### config.mk
export PLATFORM = sky130hd
export DESIGN_NAME = lfsr_run_controller
export DESIGN_NICKNAME = d
export VERILOG_FILES = /design/src/rtl/lfsr_ctrl_pkg.sv /design/src/rtl/lfsr_period_counter.sv /design/src/rtl/lfsr_run_controller.sv
export SDC_FILE = /design/constraint.sdc
export NUM_CORES = 1
export LEC_CHECK = 0
export CORE_ASPECT_RATIO = 1.25
export CORE_UTILIZATION = 53
export CTS_CLUSTER_SIZE = 12
export DETAILED_ROUTE_END_ITERATION = 12
export DONT_BUFFER_PORTS = 1
export PLACE_DENSITY = 0.77
export SETUP_SLACK_MARGIN = 0.3
export SKIP_LAST_GASP = 1
export SLEW_MARGIN = 25
export SYNTH_ARGS = -nofsm -noshare
export SYNTH_HDL_FRONTEND = slang
export SYNTH_SLANG_ARGS = --single-unit
### constraint.sdc
create_clock -name clk -period 3.2 [get_ports clk]
set_input_delay 0.48 -clock clk [delete_from_list [all_inputs] [get_ports clk]]
set_output_delay 0.48 -clock clk [all_outputs]
set_load 0.005 [all_outputs]
### src/rtl/lfsr_ctrl_pkg.sv
// Shared types and widths for the LFSR run controller and its cycle counter.
package lfsr_ctrl_pkg;

    localparam int LFSR_W             = 22;
    localparam int MATCH_W            = 13;
    localparam int CYC_W              = 23;
    localparam int MAX_CYCLES_DEFAULT = 4194304;

    typedef enum logic [2:0] {
        IDLE,
        LOAD,
        RUN,
        DRAIN,
        DONE
    } state_t;

endpackage

### src/rtl/lfsr_period_counter.sv
// Saturating loop-length counter: clears to zero, counts up while enabled, holds at MAX_CYCLES.
module lfsr_period_counter
    import lfsr_ctrl_pkg::*;
#(
    parameter int MAX_CYCLES = MAX_CYCLES_DEFAULT
) (
    input  logic             clk,
    input  logic             reset,
    input  logic             clear,
    input  logic             enable,
    output logic [CYC_W-1:0] count,
    output logic             at_max
);

    localparam logic [CYC_W-1:0] MAX_C = CYC_W'(MAX_CYCLES);

    assign at_max = (count == MAX_C);

    always_ff @(posedge clk or posedge reset) begin
        if (reset) begin
            count <= '0;
        end else if (clear) begin
            count <= '0;
        end else if (enable && !at_max) begin
            count <= count + 1'b1;
        end
    end

endmodule

### src/rtl/lfsr_run_controller.sv
// Sequences one LFSR loop-length measurement run and captures the detector match count.
// Optional macro PERIOD_CHECK_EN adds the period_ok output and its reference compare.
module lfsr_run_controller
    import lfsr_ctrl_pkg::*;
#(
    parameter int MAX_CYCLES = MAX_CYCLES_DEFAULT
`ifdef PERIOD_CHECK_EN
    ,
    parameter int EXPECTED_PERIOD = 4194303
`endif
) (
    input  logic               clk,
    input  logic               reset,
    input  logic               start,
    input  logic               abort,
    input  logic [LFSR_W-1:0]  seed,
    input  logic [LFSR_W-1:0]  lfsr_state,
    input  logic [MATCH_W-1:0] match_count,
    output logic               lfsr_load,
    output logic [LFSR_W-1:0]  lfsr_seed,
    output logic               lfsr_en,
    output logic               det_reset,
    output logic               busy,
    output logic               done,
    output logic [CYC_W-1:0]   period_len,
    output logic [MATCH_W-1:0] result_matches,
    output logic               timeout,
    output logic               seed_err,
`ifdef PERIOD_CHECK_EN
    output logic               period_ok,
`endif
    output logic               aborted
);

    // state | meaning
    // IDLE  | waiting for start, results held
    // LOAD  | seed strobed into LFSR, detector cleared
    // RUN   | LFSR stepping, counting until loop, limit or abort
    // DRAIN | LFSR stopped, detector's registered count settles
    // DONE  | done pulse, then back to IDLE

    state_t           state, state_nxt;
    logic [CYC_W-1:0] cnt;
    logic             cnt_at_max;
    logic             start_acc;
    logic             loop_hit;

    assign start_acc = (state == IDLE) && start;
    assign loop_hit  = (lfsr_state == lfsr_seed) && (cnt != '0);

    lfsr_period_counter #(
        .MAX_CYCLES (MAX_CYCLES)
    ) u_cnt (
        .clk    (clk),
        .reset  (reset),
        .clear  ((state == IDLE) || (state == LOAD)),
        .enable (state == RUN),
        .count  (cnt),
        .at_max (cnt_at_max)
    );

    always_ff @(posedge clk or posedge reset) begin
        if (reset) begin
            state <= IDLE;
        end else begin
            state <= state_nxt;
        end
    end

    always_comb begin
        state_nxt = state;
        lfsr_load = 1'b0;
        det_reset = 1'b0;
        lfsr_en   = 1'b0;
        busy      = 1'b1;
        done      = 1'b0;
        case (state)
            IDLE: begin
                busy = 1'b0;
                if (start) begin
                    state_nxt = (seed == '0) ? DONE : LOAD;
                end
            end
            LOAD: begin
                lfsr_load = 1'b1;
                det_reset = 1'b1;
                state_nxt = abort ? DRAIN : RUN;
            end
            RUN: begin
                lfsr_en = 1'b1;
                if (abort || loop_hit || cnt_at_max) begin
                    state_nxt = DRAIN;
                end
            end
            DRAIN: state_nxt = DONE;
            DONE: begin
                done      = 1'b1;
                state_nxt = IDLE;
            end
            default: begin
                busy      = 1'b0;
                state_nxt = IDLE;
            end
        endcase
    end

    // Result registers are cleared on an accepted start so a seed error run reports zeros.
    always_ff @(posedge clk or posedge reset) begin
        if (reset) begin
            lfsr_seed      <= '0;
            period_len     <= '0;
            result_matches <= '0;
            timeout        <= 1'b0;
            seed_err       <= 1'b0;
            aborted        <= 1'b0;
`ifdef PERIOD_CHECK_EN
            period_ok      <= 1'b0;
`endif
        end else begin
            case (state)
                IDLE: begin
                    if (start_acc) begin
                        lfsr_seed      <= seed;
                        period_len     <= '0;
                        result_matches <= '0;
                        timeout        <= 1'b0;
                        seed_err       <= (seed == '0);
                        aborted        <= 1'b0;
`ifdef PERIOD_CHECK_EN
                        period_ok      <= 1'b0;
`endif
                    end
                end
                LOAD: begin
                    if (abort) begin
                        aborted    <= 1'b1;
                        period_len <= cnt;
                    end
                end
                RUN: begin
                    // Abort outranks loop detection, which outranks the cycle limit.
                    if (abort) begin
                        aborted    <= 1'b1;
                        period_len <= cnt;
                    end else if (loop_hit) begin
                        period_len <= cnt;
                    end else if (cnt_at_max) begin
                        timeout    <= 1'b1;
                        period_len <= cnt;
                    end
                end
                DRAIN: begin
                    result_matches <= match_count;
                end
                DONE: begin
`ifdef PERIOD_CHECK_EN
                    period_ok <= (period_len == CYC_W'(EXPECTED_PERIOD)) &&
                                 !timeout && !aborted && !seed_err;
`endif
                end
                default: ;
            endcase
        end
    end

endmodule

==> flow_results.org, run 1 <==
** Run status
- Status :: completed

** Floorplanning
- The die covers 8270 um^2.
- Die height :: 101 um
- Horizontal die dimension :: 81.5 um
- Floorplan Core Area :: 7530 um^2
- I/O pin cnt :: 127
- Initial core utilization :: 55.6%
- FP Rows :: 35

** STA
- Hold timing on the final database bottoms out at a slack of 120 ps.
- FMAX :: 0.397 GHz
- Final sum of negative setup slack :: 0 ps
- Across the routed clock network, the largest skew measured is 11.0 ps.
- Slew HR :: 42.6%
- Of the available clock period, the critical path in the final layout requires 78.8%.
- Number of hold violations in the final report :: 0
- Transition at the pin with the smallest max-transition slack :: 858 ps
- Counting I/O delays and the setup requirement, the final critical path takes 2520 ps.
- Setup violations remaining at the end of the flow were counted as 0.
- Number of pins exceeding their max-slew limit in the final report :: 0
- Setup repair after global routing left no endpoint under its margin.
- Min setup slack post-route :: 679 ps

** Detailed routing
- Wires add up to 8590 um.
- The count of nets left with antenna violations once routing finished came out at 0.
- Via total after detailed routing :: 2755
- After detailed routing, the average wire length per cell comes to 18.1 um.
- Before antenna repair, the detailed router went through 5 iterations.
- The detailed router finished its first iteration with 142 violations.
- In the routed design, unresolved DRC markers number 0.
- Dividing the detail-routed via count by the number of cells gives 5.80.

** Power and ir drop
- Static leakage :: 1.91 nW
- Relative contribution of sequential cells to total power :: 43.4%
- Of the total power, combinational logic draws 32.4%.
- Net switching power :: 1.34 mW
- Internal power comes to 2.48 mW.
- Pwr/cell area :: 842 nW/um^2
- Share of total power in the clock network :: 24.2%
- Fraction of power spent switching nets :: 35.1%
- Worst supply voltage drop on vdd :: 408 uV

** Logic synthesis
- dfrtp_1 takes more of the synthesized area than any other cell.
- Largest cells by area after synthesis :: dfrtp_1 (52%), xnor2_1 (7.1%), mux2_2 (7.0%), mux2i_1 (4.5%), a22o_1 (2.9%)
- The average instance in the mapped netlist occupies 11.1 um^2.
- When the netlist entered floorplanning its net count stood at 440.
- Netlist cell types :: 41
- The synthesized design contains 87 register bits.
- Summing every instance area after synthesis gives 4190 um^2.
- Fraction of synthesized cell area taken by the top area cell type :: 51.9%
- Mapped Cells :: 377
- Of the synthesized area, sequential elements account for 51.9%.
- Yosys warning count :: 0

** Worst setup path
- Worst EP arrival :: 2790 ps
- Startpoint-to-endpoint class of the critical path :: flop to flop
- At the worst endpoint, the required time is 3470 ps.
- Setup slack, reg-to-reg :: 680 ps
- In this run the worst setup path begins at u_cnt.count[0]$_DFFE_PP0P_.
- The worst setup path is launched from a flop.
- In this run the critical register-to-register path is launched from u_cnt.count[0]$_DFFE_PP0P_.
- Maximum fanout count along the critical path :: 18
- STA classifies the critical path endpoint as a flop.

** Clock tree
- In this run, post-CTS hold repair placed 0 buffers.
- Root buffer selected by CTS :: clkbuf_8
- CTS H-tree depth :: 3
- Total clock buffers created by CTS :: 9
- Buffers added to address setup during post-CTS repair amount to 0.
- Clock tree from TritonCTS :: yes
- Clock-pin slew was measured on the worst setup and hold paths at 90 ps.
- The clock net in this run drives a total of 87 sinks.
- After clock tree synthesis, the repair step resized 0 gates.
- The longest clock path from root to sink contains 2 buffers.
- The later pin in the worst-skew pair is clocked with a latency of 350 ps.

** GRT
- Initial antenna violation count :: 0
- Global routing usage summed across all routing layers :: 21.6%
- First-pass GRT wire length :: 13300 um
- Summed over all layers, the global routing overflow is 0.
- Number of global-route vias before repair :: 2788
- Largest net degree at the start of global routing :: 45

** Place
- In this run the tool buffered the top-level ports with 0 buffer cells.
- Worst slack at placement :: 672 ps
- Placed cell areas :: 4290 um^2
- The HPWL after detailed placement is 6400 um.
- Routability congestion estimate :: 0.812

** Run
- Max capacitance violation total :: 0

** Final layout
- The repair_antennas step left the layout with diodes totalling 0.
- Post-layout nets :: 441
- Design area :: 4540 um^2
- In the final layout, the share of cells above drive strength 1 is 16.7%.
- Measured on the finished design, the core utilization comes to 60.2%.
- Area delta synth->final :: 8.21%

** Worst hold path
- The path class of the tightest hold or removal check is primary input to asynchronous set/reset pin.
## state kept, by name (all words and copies together) (netlist names)
register,cells
period_len,23
u_cnt.count,23
lfsr_seed,22
result_matches,13
state,3
aborted,1
seed_err,1
timeout,1
## synth_stat cells
cell type   n
a21oi_1     4
a21oi_4     1
a22o_1     14
a31o_2      1
a31oi_1     1
and2_1      1
and3_1      4
and4_1      2
buf_2       4
buf_4       2
buf_6       1
clkbuf_1    9
dfrtp_1    87
ha_1        2
inv_1      29
mux2_2     26
mux2_4      1
mux2i_1    19
nand2_1    31
nand3_1     9
nand3_2     2
nand3b_1    2
nand4_1     8
nor2_1     28
nor2_2      1
nor3_1     17
nor3_2      1
nor3b_1     2
nor3b_2     1
nor4_1      7
nor4_2      3
nor4_4      1
nor4b_2     1
o21ai_0     5
o21ai_4     1
o311ai_0    1
o311ai_4    1
or3_1       2
or4_1       1
xnor2_1    34
xor2_1     10
## cells by family (layout without fill, tap and decap cells)
group                    after synthesis  in the layout  share of synthesized area [%]
flip-flops                            87             87                           51.9
buffers and inverters                 45             51                           4.51
multiplexers                          46             46                           11.9
adder cells (fa/ha/maj)                2              2                          0.597
AND/OR/NAND/NOR                      124            124                           15.9
XOR/XNOR                              44             44                           9.19
AO/OA/AOI/OAI                         29             29                           5.97
## per-layer routing
layer | track usage (%) | vias to the layer above | wire (um)
met5 | 0 | - | 0
li1 | - | 1288 | -
met4 | 7.55 | 0 | 69
met3 | 6.04 | 7 | 578
met1 | 25.5 | 1363 | 3390
met2 | 37.1 | 97 | 4560
## critical path: stages (launching register included)
cell and delay [ps]:
dfrtp_1 420, inv_1 90, ha_1 130, nor4b_2 210, nand3_2 190, o21ai_4 440
nor2_2 110, a21oi_4 410, buf_12 220, mux2i_1 200
## metrics by stage
stage	power, mW	cells
after detailed placement	2.93	459
after floorplan	2.65	377
after global placement	2.90	459
after global routing	4.05	475
after CTS	3.86	475
final	3.82	475
## placed cells by master, fill, tap and decap left out, drive strengths merged
cell    synthesis  layout
a31o            1       1
a31oi           1       1
and2            1       1
or4             1       1
a21oi           5       5
mux2i          19      19
dfrtp          87      87
ha              2       2
nand2          31      31
nand3          11      11
a22o           14      14
clkinv          0       2
nand3b          2       2
xor2           10      10
nor4b           1       1
mux2           27      27
xnor2          34      34
and3            4       4
nor4           11      11
nor3b           3       3
nor3           18      18
inv            29      29
bufinv          0       3
nor2           29      29
o311ai          2       2
nand4           8       8
buf             7       6
and4            2       2
o21ai           6       6
clkbuf          9      11
or3             2       2
## cell type report
cell class	instances	area, um^2
sequential	87	2180
timing repair buffer	6	57.6
clock buffer	11	141
tap	92	115
multi-input combinational	245	1830
inverter	29	110
clock inverter	5	104
fill	623	3000
## final timing paths
check | endpoint | depth (start not counted)
worst min register to register | result_matches[5]$_DFFE_PP0P_ | 1
max in group asynchronous | period_len[0]$_DFFE_PP0P_ | 2
worst max-delay path | period_len[17]$_DFFE_PP0P_ | 9
min in group clk | result_matches[5]$_DFFE_PP0P_ | 1
worst max register to register | period_len[17]$_DFFE_PP0P_ | 9
worst min-delay path | lfsr_seed[6]$_DFFE_PP0P_ | 1
## power groups by stage
stage / sequential (mW) / combinational (mW) / clock [mW]
after floorplan: 1.56 / 1.09 / 0
after global placement: 1.67 / 1.23 / 0
after detailed placement: 1.68 / 1.25 / 0
after CTS: 1.66 / 1.26 / 0.945
after global routing: 1.70 / 1.36 / 0.991
final: 1.66 / 1.24 / 0.925
No activity file was read; power rests on OpenSTA's default activity.
==> inputs of run 2 (changes only) <==
--- a/config.mk
+++ b/config.mk
@@ -10,7 +10,7 @@
 export CTS_CLUSTER_SIZE = 12
 export DETAILED_ROUTE_END_ITERATION = 12
 export DONT_BUFFER_PORTS = 1
-export PLACE_DENSITY = 0.77
+export PLACE_DENSITY = 0.8
 export SETUP_SLACK_MARGIN = 0.3
 export SKIP_LAST_GASP = 1
 export SLEW_MARGIN = 25
==> constraint.sdc (replaced) <==
create_clock -name clk -period 2.13 [get_ports clk]
set_input_delay 0.3195 -clock clk [delete_from_list [all_inputs] [get_ports clk]]
set_output_delay 0.3195 -clock clk [all_outputs]
set_load 0.005 [all_outputs]
==> flow_results.org, run 2 (synthesized netlist as in run 1, its figures left out) <==
** Run status
- The flow ran to the end, and the final reports show no timing, DRC or antenna violations.

** Final layout
- The area growth from synthesis to layout is 20.4%.
- Once layout is done, the placed cells without fillers occupy 5050 um^2.
- Number of inserted filler cells in the final layout :: 536
- Post-layout nets :: 481
- 0 antenna diodes ended up in the layout.
- Registers take 2180 um^2.
- Most frequent cells in the layout :: dfrtp_1 (84), buf_4 (34), xnor2_1 (31), nand2_1 (30)
- Multi-input combinational cell area :: 1980 um^2
- Largest registers in the final layout :: period_len (23), u_cnt.count (23), lfsr_seed (22)
- Most common cell after layout, fill and taps aside :: dfrtp_1
- Fraction of final layout cells sized beyond drive strength 1 :: 29.1%

** STA
- Slew HR :: 57.9%
- For this run, the top clock speed supported by timing is 0.470 GHz.
- Setup violations remaining at the end of the flow were counted as 0.
- Period minus WS final :: 2130 ps
- Number of hold violations in the final report :: 0
- Number of pins exceeding their max-slew limit in the final report :: 0
- Worst clock skew :: 13.7 ps
- Worst hold slack :: 94.0 ps
- In the finished design, the share of the clock period the worst path needs comes to 99.9%.
- Unrepaired setup endpoints after global routing :: yes
- For the pin with the worst max-slew slack, the measured transition is 623 ps.

** Place
- IO buf count :: 0
- Placed cell areas :: 4520 um^2
- Estimated wirelength of the detail-placed design :: 6820 um
- At the end of routability-driven placement, the weighted congestion stood at 0.863.

** Clock tree
- Source-to-sink clock delay at the later pin of the worst-skew pair :: 360 ps
- The tree is rooted in a clkbuf_8.
- TritonCTS built the clock tree.
- CTS H-tree depth :: 3
- After clock tree synthesis, the clock-pin slew on the worst setup and hold paths is 100 ps.
- CTS saw 87 sinks.
- In this run the deepest clock path goes through 2 buffers.
- In this run, CTS created clock tree buffers numbering 9.

** Detailed routing
- In the routed design, unresolved DRC markers number 0.
- Via total after detailed routing :: 3016
- Post-DR wirelength/cell :: 19.2 um
- After detailed routing, the number of vias per cell comes to 5.86.
- After detailed routing, the total wire length is 9890 um.
- Detailed-routing iteration count for the pre-antenna-repair pass :: 4
- In this run the remaining antenna-violating nets after routing total 0.
- DR iter-0 viols :: 158

** Power and ir drop
- Worst supply voltage drop on vdd :: 689 uV
- Summed over all cells, the static leakage comes to 2.23 nW.
- For this design the ratio of total power to cell area is 1290 nW/um^2.

** GRT
- The via count of the first global-routing pass came to 3079.
- Overflow after GRT :: 0
- Entering global routing, the biggest net connects 47 pins.
- The first global-routing pass estimated 14500 um of wire.
- Initial antenna violation count :: 0
- Global routing usage summed across all routing layers :: 23.6%

** Worst setup path
- The critical path is of the flop to flop type.
- The worst setup path is captured at a flop.
- Maximum fanout count along the critical path :: 4
- Data on the critical path arrives at its endpoint at 2370 ps.
- Data on the critical path is required at its endpoint by 2370 ps.
- STA classifies the critical path startpoint as a flop.

** Floorplanning
- Full die area :: 8270 um^2
- FP Rows :: 35
- The core region is 7530 um^2.
- The die is 81.5 um wide.
- Initial core utilization :: 55.6%
- 127 I/O pins were placed.
- Die height :: 101 um

** Run
- Max capacitance violation total :: 0

** Worst hold path
- Worst min-delay path class :: primary input to flop
## run 2: changes by cell type in the layout (fill, tap and decap cells not counted), moves of 3 or more
cell / before / now
clkinv_4: 0 / 3
xnor2_1: 34 / 31
dfrtp_1: 87 / 84
dfrtp_2: 0 / 3
nor3_1: 16 / 13
mux2_2: 26 / 23
buf_4: 5 / 34
buf_12: 1 / 4
nor3_4: 0 / 3
xnor2_2: 0 / 3
mux2_4: 1 / 4
buf_6: 0 / 5
nor4_4: 1 / 4
## run 2: what timing repair did
item                                    CTS  global route
endpoints found under the setup margin   54            57
hold buffers                              1             0
cloned                                    1             1
endpoints found under the hold margin    18             0
resized for setup                        16            26
pin swaps                                 7            21
setup buffers                             5             6
## run 2: area by class of cell
cell class | instances | share of cell area [%]
Clock buffer | 9 | 2.45
Timing Repair Buffer | 46 | 9.00
Multi-Input combinational cell | 245 | 39.2
Tap cell | 92 | 2.28
Clock inverter | 7 | 1.61
Sequential cell | 87 | 43.2
Inverter | 29 | 2.23
## run 2: through the flow
step | setup slack (ps) | TNS [ps] | utilization [%] | total power [mW] | instances
floorplan | 89.3 | 0 | - | 4.00 | 377
global placement | -32.7 | -382 | 60.0 | 4.71 | 485
detailed placement | -36.9 | -242 | 60.0 | 4.77 | 485
CTS | 13.3 | 0 | 64.8 | 6.25 | 508
global route | -129 | -2010 | 67.0 | 6.86 | 515
finish | 2.22 | 0 | 67.0 | 6.50 | 515
## run 2: final timing paths
| check | slack (ps) | cells past startpoint | end | from |
|---|---|---|---|---|
| max | 2 | 7 | period_len[1]$_DFFE_PP0P_ | lfsr_seed[15]$_DFFE_PP0P_ |
| min | 90 | 1 | result_matches[11]$_DFFE_PP0P_ | match_count[11] |
| max reg2reg | 2 | 7 | period_len[1]$_DFFE_PP0P_ | lfsr_seed[15]$_DFFE_PP0P_ |
| min reg2reg | 540 | 1 | result_matches[0]$_DFFE_PP0P_ | result_matches[0]$_DFFE_PP0P_ |
| max in group asynchronous | 1040 | 3 | lfsr_seed[17]$_DFFE_PP0P_ | reset |
| min in group asynchronous | 460 | 2 | state[2]$_DFFE_PP0P_ | reset |
## run 2: worst max-delay path: stages, from the launching register on
cell	delay, ps
dfrtp_1	410
xnor2_1	180
nand4_1	190
nor4_4	360
o311ai_4	170
a21oi_4	250
buf_6	150
mux2_4	300
## run 2: per-layer routing
layer	routed length [um]	share of wire [%]	track usage, %
met1	3750	38	26.5
met2	5330	54	42.8
met3	692	7.0	6.13
met4	122	1.2	7.83
met5	0	0	0
## run 2: where the power goes
group | internal, mW | leakage [nW] | switching [mW]
registers | 2.03 | 1.14 | 0.357
clock network | 0.556 | 0.100 | 0.615
logic | 1.52 | 0.983 | 1.42
